$ cat src/rtl/vga_timing_gen.sv
// 640x480@60Hz VGA raster timing: pixel counters, active-low syncs, valid and frame_start.
// Optional pixel-clock divider enabled by defining VGA_CLKDIV_EN (CLK_DIV clk cycles per pixel).
module vga_timing_gen #(
  parameter int H_DISP  = 640,
  parameter int H_FP    = 16,
  parameter int H_SYNC  = 96,
  parameter int H_BP    = 48,
  parameter int V_DISP  = 480,
  parameter int V_FP    = 10,
  parameter int V_SYNC  = 2,
  parameter int V_BP    = 33,
  parameter int CLK_DIV = 4
) (
  input  logic       clk,
  input  logic       rst,
  output logic [9:0] h_cnt,
  output logic [9:0] v_cnt,
  output logic       hsync,
  output logic       vsync,
  output logic       valid,
  output logic       pix_en,
  output logic       frame_start
);

  localparam int H_TOTAL = H_DISP + H_FP + H_SYNC + H_BP;
  localparam int V_TOTAL = V_DISP + V_FP + V_SYNC + V_BP;

  localparam logic [9:0] H_MAX      = 10'(H_TOTAL - 1);
  localparam logic [9:0] V_MAX      = 10'(V_TOTAL - 1);
  localparam logic [9:0] H_VIS      = 10'(H_DISP);
  localparam logic [9:0] V_VIS      = 10'(V_DISP);
  localparam logic [9:0] HS_FIRST   = 10'(H_DISP + H_FP);
  localparam logic [9:0] HS_LAST    = 10'(H_DISP + H_FP + H_SYNC - 1);
  localparam logic [9:0] VS_FIRST   = 10'(V_DISP + V_FP);
  localparam logic [9:0] VS_LAST    = 10'(V_DISP + V_FP + V_SYNC - 1);

  logic [9:0] h_cnt_reg, h_cnt_next;
  logic [9:0] v_cnt_reg, v_cnt_next;
  logic       hsync_reg;
  logic       vsync_reg;
  logic       valid_reg;
  logic       frame_start_reg;

`ifdef VGA_CLKDIV_EN
  localparam int DIV_W = (CLK_DIV > 1) ? $clog2(CLK_DIV) : 1;
  localparam logic [DIV_W-1:0] DIV_MAX = DIV_W'(CLK_DIV - 1);

  logic [DIV_W-1:0] div_reg;

  always_ff @(posedge clk) begin
    if (rst) begin
      div_reg <= '0;
    end else if (div_reg == DIV_MAX) begin
      div_reg <= '0;
    end else begin
      div_reg <= div_reg + 1'b1;
    end
  end

  assign pix_en = (div_reg == DIV_MAX);
`else
  // clk is the pixel clock; a non-positive CLK_DIV would still be a configuration error.
  generate
    if (CLK_DIV < 1) begin : g_clk_div_must_be_positive
    end
  endgenerate

  assign pix_en = 1'b1;
`endif

  always_comb begin
    h_cnt_next = h_cnt_reg;
    v_cnt_next = v_cnt_reg;
    if (pix_en) begin
      if (h_cnt_reg == H_MAX) begin
        h_cnt_next = '0;
        if (v_cnt_reg == V_MAX) begin
          v_cnt_next = '0;
        end else begin
          v_cnt_next = v_cnt_reg + 10'd1;
        end
      end else begin
        h_cnt_next = h_cnt_reg + 10'd1;
      end
    end
  end

  // Flags decode the next counter values so they register in the same cycle as the counters.
  always_ff @(posedge clk) begin
    if (rst) begin
      h_cnt_reg       <= H_MAX;
      v_cnt_reg       <= V_MAX;
      hsync_reg       <= 1'b1;
      vsync_reg       <= 1'b1;
      valid_reg       <= 1'b0;
      frame_start_reg <= 1'b0;
    end else begin
      h_cnt_reg       <= h_cnt_next;
      v_cnt_reg       <= v_cnt_next;
      hsync_reg       <= !((h_cnt_next >= HS_FIRST) && (h_cnt_next <= HS_LAST));
      vsync_reg       <= !((v_cnt_next >= VS_FIRST) && (v_cnt_next <= VS_LAST));
      valid_reg       <= (h_cnt_next < H_VIS) && (v_cnt_next < V_VIS);
      frame_start_reg <= pix_en && (h_cnt_reg == H_MAX) && (v_cnt_reg == V_MAX);
    end
  end

  assign h_cnt       = h_cnt_reg;
  assign v_cnt       = v_cnt_reg;
  assign hsync       = hsync_reg;
  assign vsync       = vsync_reg;
  assign valid       = valid_reg;
  assign frame_start = frame_start_reg;

endmodule

$ cat config.mk
export PLATFORM = sky130hd
export DESIGN_NAME = vga_timing_gen
export DESIGN_NICKNAME = d
export VERILOG_FILES = /design/src/rtl/vga_timing_gen.sv
export SDC_FILE = /design/constraint.sdc
export NUM_CORES = 1
export LEC_CHECK = 0
export ABC_AREA = 1
export BUFFER_PORTS_ARGS = -buffer_cell sky130_fd_sc_hd__buf_2
export CAP_MARGIN = 5
export CORE_MARGIN = 4
export CORE_UTILIZATION = 40
export CTS_CLUSTER_DIAMETER = 60
export CTS_CLUSTER_SIZE = 28
export DETAILED_ROUTE_END_ITERATION = 8
export PLACE_DENSITY = 0.69
export SYNTH_ARGS = -nofsm -noshare
export SYNTH_HDL_FRONTEND = slang
export SYNTH_SLANG_ARGS = --single-unit
$ cat constraint.sdc
create_clock -name clk -period 1.5 [get_ports clk]
set_clock_uncertainty 0.1 [all_clocks]
set_input_delay 0.15 -clock clk [delete_from_list [all_inputs] [get_ports clk]]
set_output_delay 0.15 -clock clk [all_outputs]
set_load 0.01 [all_outputs]
; Word-level counts from Yosys, hierarchy flattened
; Index checks and enable logic that the tools add are counted.
[op_classes]
n_addsub = 2
n_lt_le_gt_ge = 6
n_eq_ne = 2
muxes = 3
reduce_logical = 6
[ops]
columns = cell, n
row1 = 2-to-1 mux 10 bit, 3
row2 = adder 10 x 1 -> 10 bit (second input constant), 2
row3 = equality test 10 bit (second input constant), 2
row4 = greater-or-equal comparator 10 bit (second input constant), 1
row5 = greater-or-equal comparator 10 x 9 -> 1 bit (second input constant), 1
row6 = <= comparator 10 bit (second input constant), 1
row7 = <= comparator 10 x 9 -> 1 bit (second input constant), 1
row8 = < comparator 10 bit (second input constant), 1
row9 = < comparator 10 x 9 -> 1 bit (second input constant), 1
row10 = logical AND 1 bit, 4
row11 = logical NOT 1 bit, 2
[word_totals]
register_bits = 24
output_inout_bits = 25

; Depth between registers and ports, before layout
[depth]
depth_word = 6
ltp_mapped = 12
ltp_nobuf = 12

; Worst setup path after synthesis
; Ideal clock, no wire load.
[synth_timing]
path_kind = reg2reg
startpoint = register h_cnt_reg[1], in the netlist h_cnt[1]
endpoint = register vsync_reg, in the netlist vsync
arrival_ns = 1.504
slack_ns = -0.219
path_stages_with_launch = 10
path_buffers = 0
synth_period_minus_slack_ns = 1.719
cell_sequence = dfxtp_1 -> ha_1 -> nand2_2 -> nor2_8 -> nand3_4 -> nor2_4 -> xor2_2 -> nand2_1 -> nor2_2 -> nand2_1
[synth_via]
elab_chain_cells = 5
elab_cells_between_ends = 6
classes_between = order compare (2) / eq/ne (1) / mux (1) / reduce/logical (2)
[synth_lines]
columns = item, line_no
row1 = from (decl), 37  ; logic [9:0] h_cnt_reg, h_cnt_next;
row2 = from (signal assigned), 98  ; h_cnt_reg <= h_cnt_next;
row3 = equality test 10 bit (*), 75  ; if (h_cnt_reg == H_MAX) begin
row4 = 2-to-1 mux 10 bit (*), 75
row5 = greater-or-equal comparator 10 x 9 -> 1 bit / <= comparator 10 x 9 -> 1 bit (equally long branches), 101  ; vsync_reg <= !((v_cnt_next >= VS_FIRST) && (v_cnt_next <= VS_LAST));
row6 = logical AND 1 bit (*), 101
row7 = logical NOT 1 bit (*), 101
row8 = to (signal assigned), 101
row9 = to (decl), 40  ; logic vsync_reg;
; Every way passes the cells marked *; elsewhere a longest branch is shown, timed or not.
; A chain may end at the register's enable or synchronous reset.

; Final worst setup path
[layout_timing]
startpoint = register h_cnt_reg[0], in the netlist h_cnt[0]
endpoint = register v_cnt_reg[4], in the netlist v_cnt[4]
[layout_via]
elab_chain_cells = 2
[layout_lines]
columns = item, line_no
row1 = equality test 10 bit, 75
row2 = 2-to-1 mux 10 bit, 75
row3 = to (signal assigned), 99  ; v_cnt_reg <= v_cnt_next;
row4 = to (decl), 38  ; logic [9:0] v_cnt_reg, v_cnt_next;
; Every way passes these cells.

==> impl_metrics.tcl <==
set metrics [dict create \
    status "complete, but fails checks" \
    violations "setup timing" \
    cp_max_fo 4 \
    routedWlPerCell_um 13.6 \
    crit_chain "ha_4 -> nand2_8 -> nor2_8 -> nand3_4 -> buf_6 -> buf_6 -> o21ai_2 -> nand2_1 -> buf_4 -> nor2_1" \
    synth_ff_type "dfxtp_1" \
    vias 1639 \
    critPathKind "reg -> reg" \
    viasPerCell 4.86 \
    cp.required_ns 1.69 \
    cap_violations 0 \
    synth-seq-cells 24 \
    synth_top_area_share_pct 35.0 \
    cpMostUsedCell "buf_6" \
    cts_hold_buf 0 \
    grt_util_all_layers_pct 19.6 \
    pin_count 27 \
    worst_slack_ns -0.208 \
    initial_core_util_pct 41.1 \
    start_kind "register" \
    ys_top_cells_by_area "dfxtp_1, nand2_1, nor2_1, inv_1, nand3_1" \
    yosys_warnings 0 \
    grt_overflow 0 \
    routabilityCongestion 0.906 \
    ys_top_cells_by_count "nand2_1, nor2_1, inv_1" \
    drive_gt1_share_pct 49.5 \
    grt_max_degree 14 \
    grt_pass1_vias 1534 \
    htreeDepth 1 \
    powerDensity_nw_per_um2 2090 \
    finalPower_mw 4.64 \
    synth_edf_count 0 \
    syn_nets 214 \
    dp_hpwl_um 2970 \
    final-hold-violation-count 0 \
    rows 21 \
    placement.io_buffers 25 \
    area_growth_pct 61.6 \
    antenna_left 0 \
    dr.first_iter.drc_count 92 \
    ys_types 30 \
    die_area_um2 4430 \
    cts_buffers 3 \
    async_flop_share_pct 0 \
    wl_um 4570 \
    die_h_um 66.6 \
    netlist_instances 208 \
    finalCriticalPeriod_ns 1.71 \
    ir_drop_v 0.00140 \
    setup_viol 16 \
    die_w_um 66.6 \
    cpPeakStageDelay_ns 0.39 \
    dp.cells 316 \
    arrival_ns 1.89 \
    clk_path_buf_depth 2 \
    drt_pass1_iterations 4 \
    end_kind "register" \
    tritoncts "built" \
    final_cell_area_um2 2220 \
    placed_area_um2 1870 \
    grt_first_pass_wirelength_um 6690 \
    yosysMostFrequentCell "nand2_1" \
    n_antenna_cell 0 \
    worstHoldPathType "in -> reg" \
    core_area_um2 3340 \
    drc_errors 0 \
    worst_skew_pair.late_latency_ns 0.33 \
    fin_cells 337 \
    avgSynthCellArea_um2 6.60 \
    clockRootBuffer "clkbuf_4" \
    worst_path_max_delay_cell "dfxtp_4" \
    synth_area_um2 1370 \
    period_share_pct 114 \
    seq_area_frac_synth_pct 35.0 \
    netlist.top_cell.by_area "dfxtp_1" \
    clkTransAtPathRegs_ns 0.15 \
    hold_ws_ns 0.0440 \
    cts_num_sinks 24 \
    slew_viol_final 0 \
    n_fill_cell 277 \
    rsz0062_at_grt "true" \
    finalNetCount 298 \
    p_leak_nw 1.15 \
    clock.fmax_ghz 0.586 \
    antenna_found_initial 0 \
]
==> worst max-delay path, delay by kind of cell, from the launching register on <==
family                   cells  cell delay, ns
AO/OA/AOI/OAI                1            0.11
adder cells (fa/ha/maj)      1            0.16
buffers and inverters        3            0.41
flip-flops                   1            0.39
AND/OR/NAND/NOR              5            0.50
==> timing repair <==
item	in CTS	in global routing
buffers inserted	9	8
pin swaps	13	17
endpoints found under the setup margin	8	19
resized for setup	18	39
==> metal layers <==
metal  share of wire (%)  global-route usage (%)  vias to the layer above  wire (µm)
li1                    -                       -                      807          -
met1                  43                    24.1                      762       1970
met2                  49                    34.0                       57       2250
met3                 5.3                    3.71                       13        240
met4                 2.2                    6.60                        0        102
met5                   0                       0                        -          0
==> cell usage in the layout, fill, tap and decap left out, types with 2 or more instances in the layout <==
cell | Yosys | final
inv_2 | 3 | 3
buf_2 | 0 | 25
dfxtp_2 | 0 | 6
nand3_2 | 1 | 7
nand3_1 | 16 | 10
nor2_4 | 3 | 5
clkbuf_4 | 0 | 3
o21ai_0 | 9 | 5
buf_6 | 0 | 6
ha_1 | 4 | 3
nor2_2 | 1 | 5
nand2_1 | 64 | 51
nand2_2 | 2 | 12
nand4_1 | 6 | 6
inv_1 | 28 | 26
nand2_4 | 1 | 3
dfxtp_1 | 24 | 16
dfxtp_4 | 0 | 2
nor2_1 | 29 | 23
o21ai_2 | 0 | 3
buf_4 | 1 | 51
==> stage by stage <==
step / TNS [ns] / util, % / setup WS [ns]
floorplan: -0.0376 / - / -0.0214
global route: -3.03 / 66.5 / -0.306
global placement: -0.468 / 56.0 / -0.141
CTS: -0.634 / 60.7 / -0.152
detailed placement: -0.542 / 56.0 / -0.145
finish: -1.68 / 66.5 / -0.208
==> final timing paths <==
kind / start / to / slack, ns / cells past startpoint
worst max-delay path: h_cnt[0] / v_cnt[4] / -0.21 / 10
worst min-delay path: rst / h_cnt[4] / 0.04 / 3
worst max register to register: h_cnt[0] / v_cnt[4] / -0.21 / 10
worst min register to register: h_cnt[7] / h_cnt[7] / 0.52 / 4
==> cell families after synthesis <==
kind of cell / after synthesis / synth area share, %
other: 1 / 0.273
buffers and inverters: 35 / 9.85
AO/OA/AOI/OAI: 14 / 5.56
flip-flops: 24 / 35.0
XOR/XNOR: 3 / 2.46
AND/OR/NAND/NOR: 127 / 43.2
adder cells (fa/ha/maj): 4 / 3.65
==> final cells by class <==
cell class	instances	area (µm²)	share of cell area, %
Inverter	32	131	5.92
Multi-Input combinational cell	149	922	41.6
Clock buffer	4	36.3	1.64
Sequential cell	24	495	22.3
Tap cell	46	57.6	2.59
Timing Repair Buffer	82	576	25.9
==> power breakdown <==
part	switching (mW)	internal, mW
clock network	0.227	0.149
logic	1.77	1.50
registers	0.163	0.828
total	2.16	2.48
No activity file was read; power rests on OpenSTA's default activity.
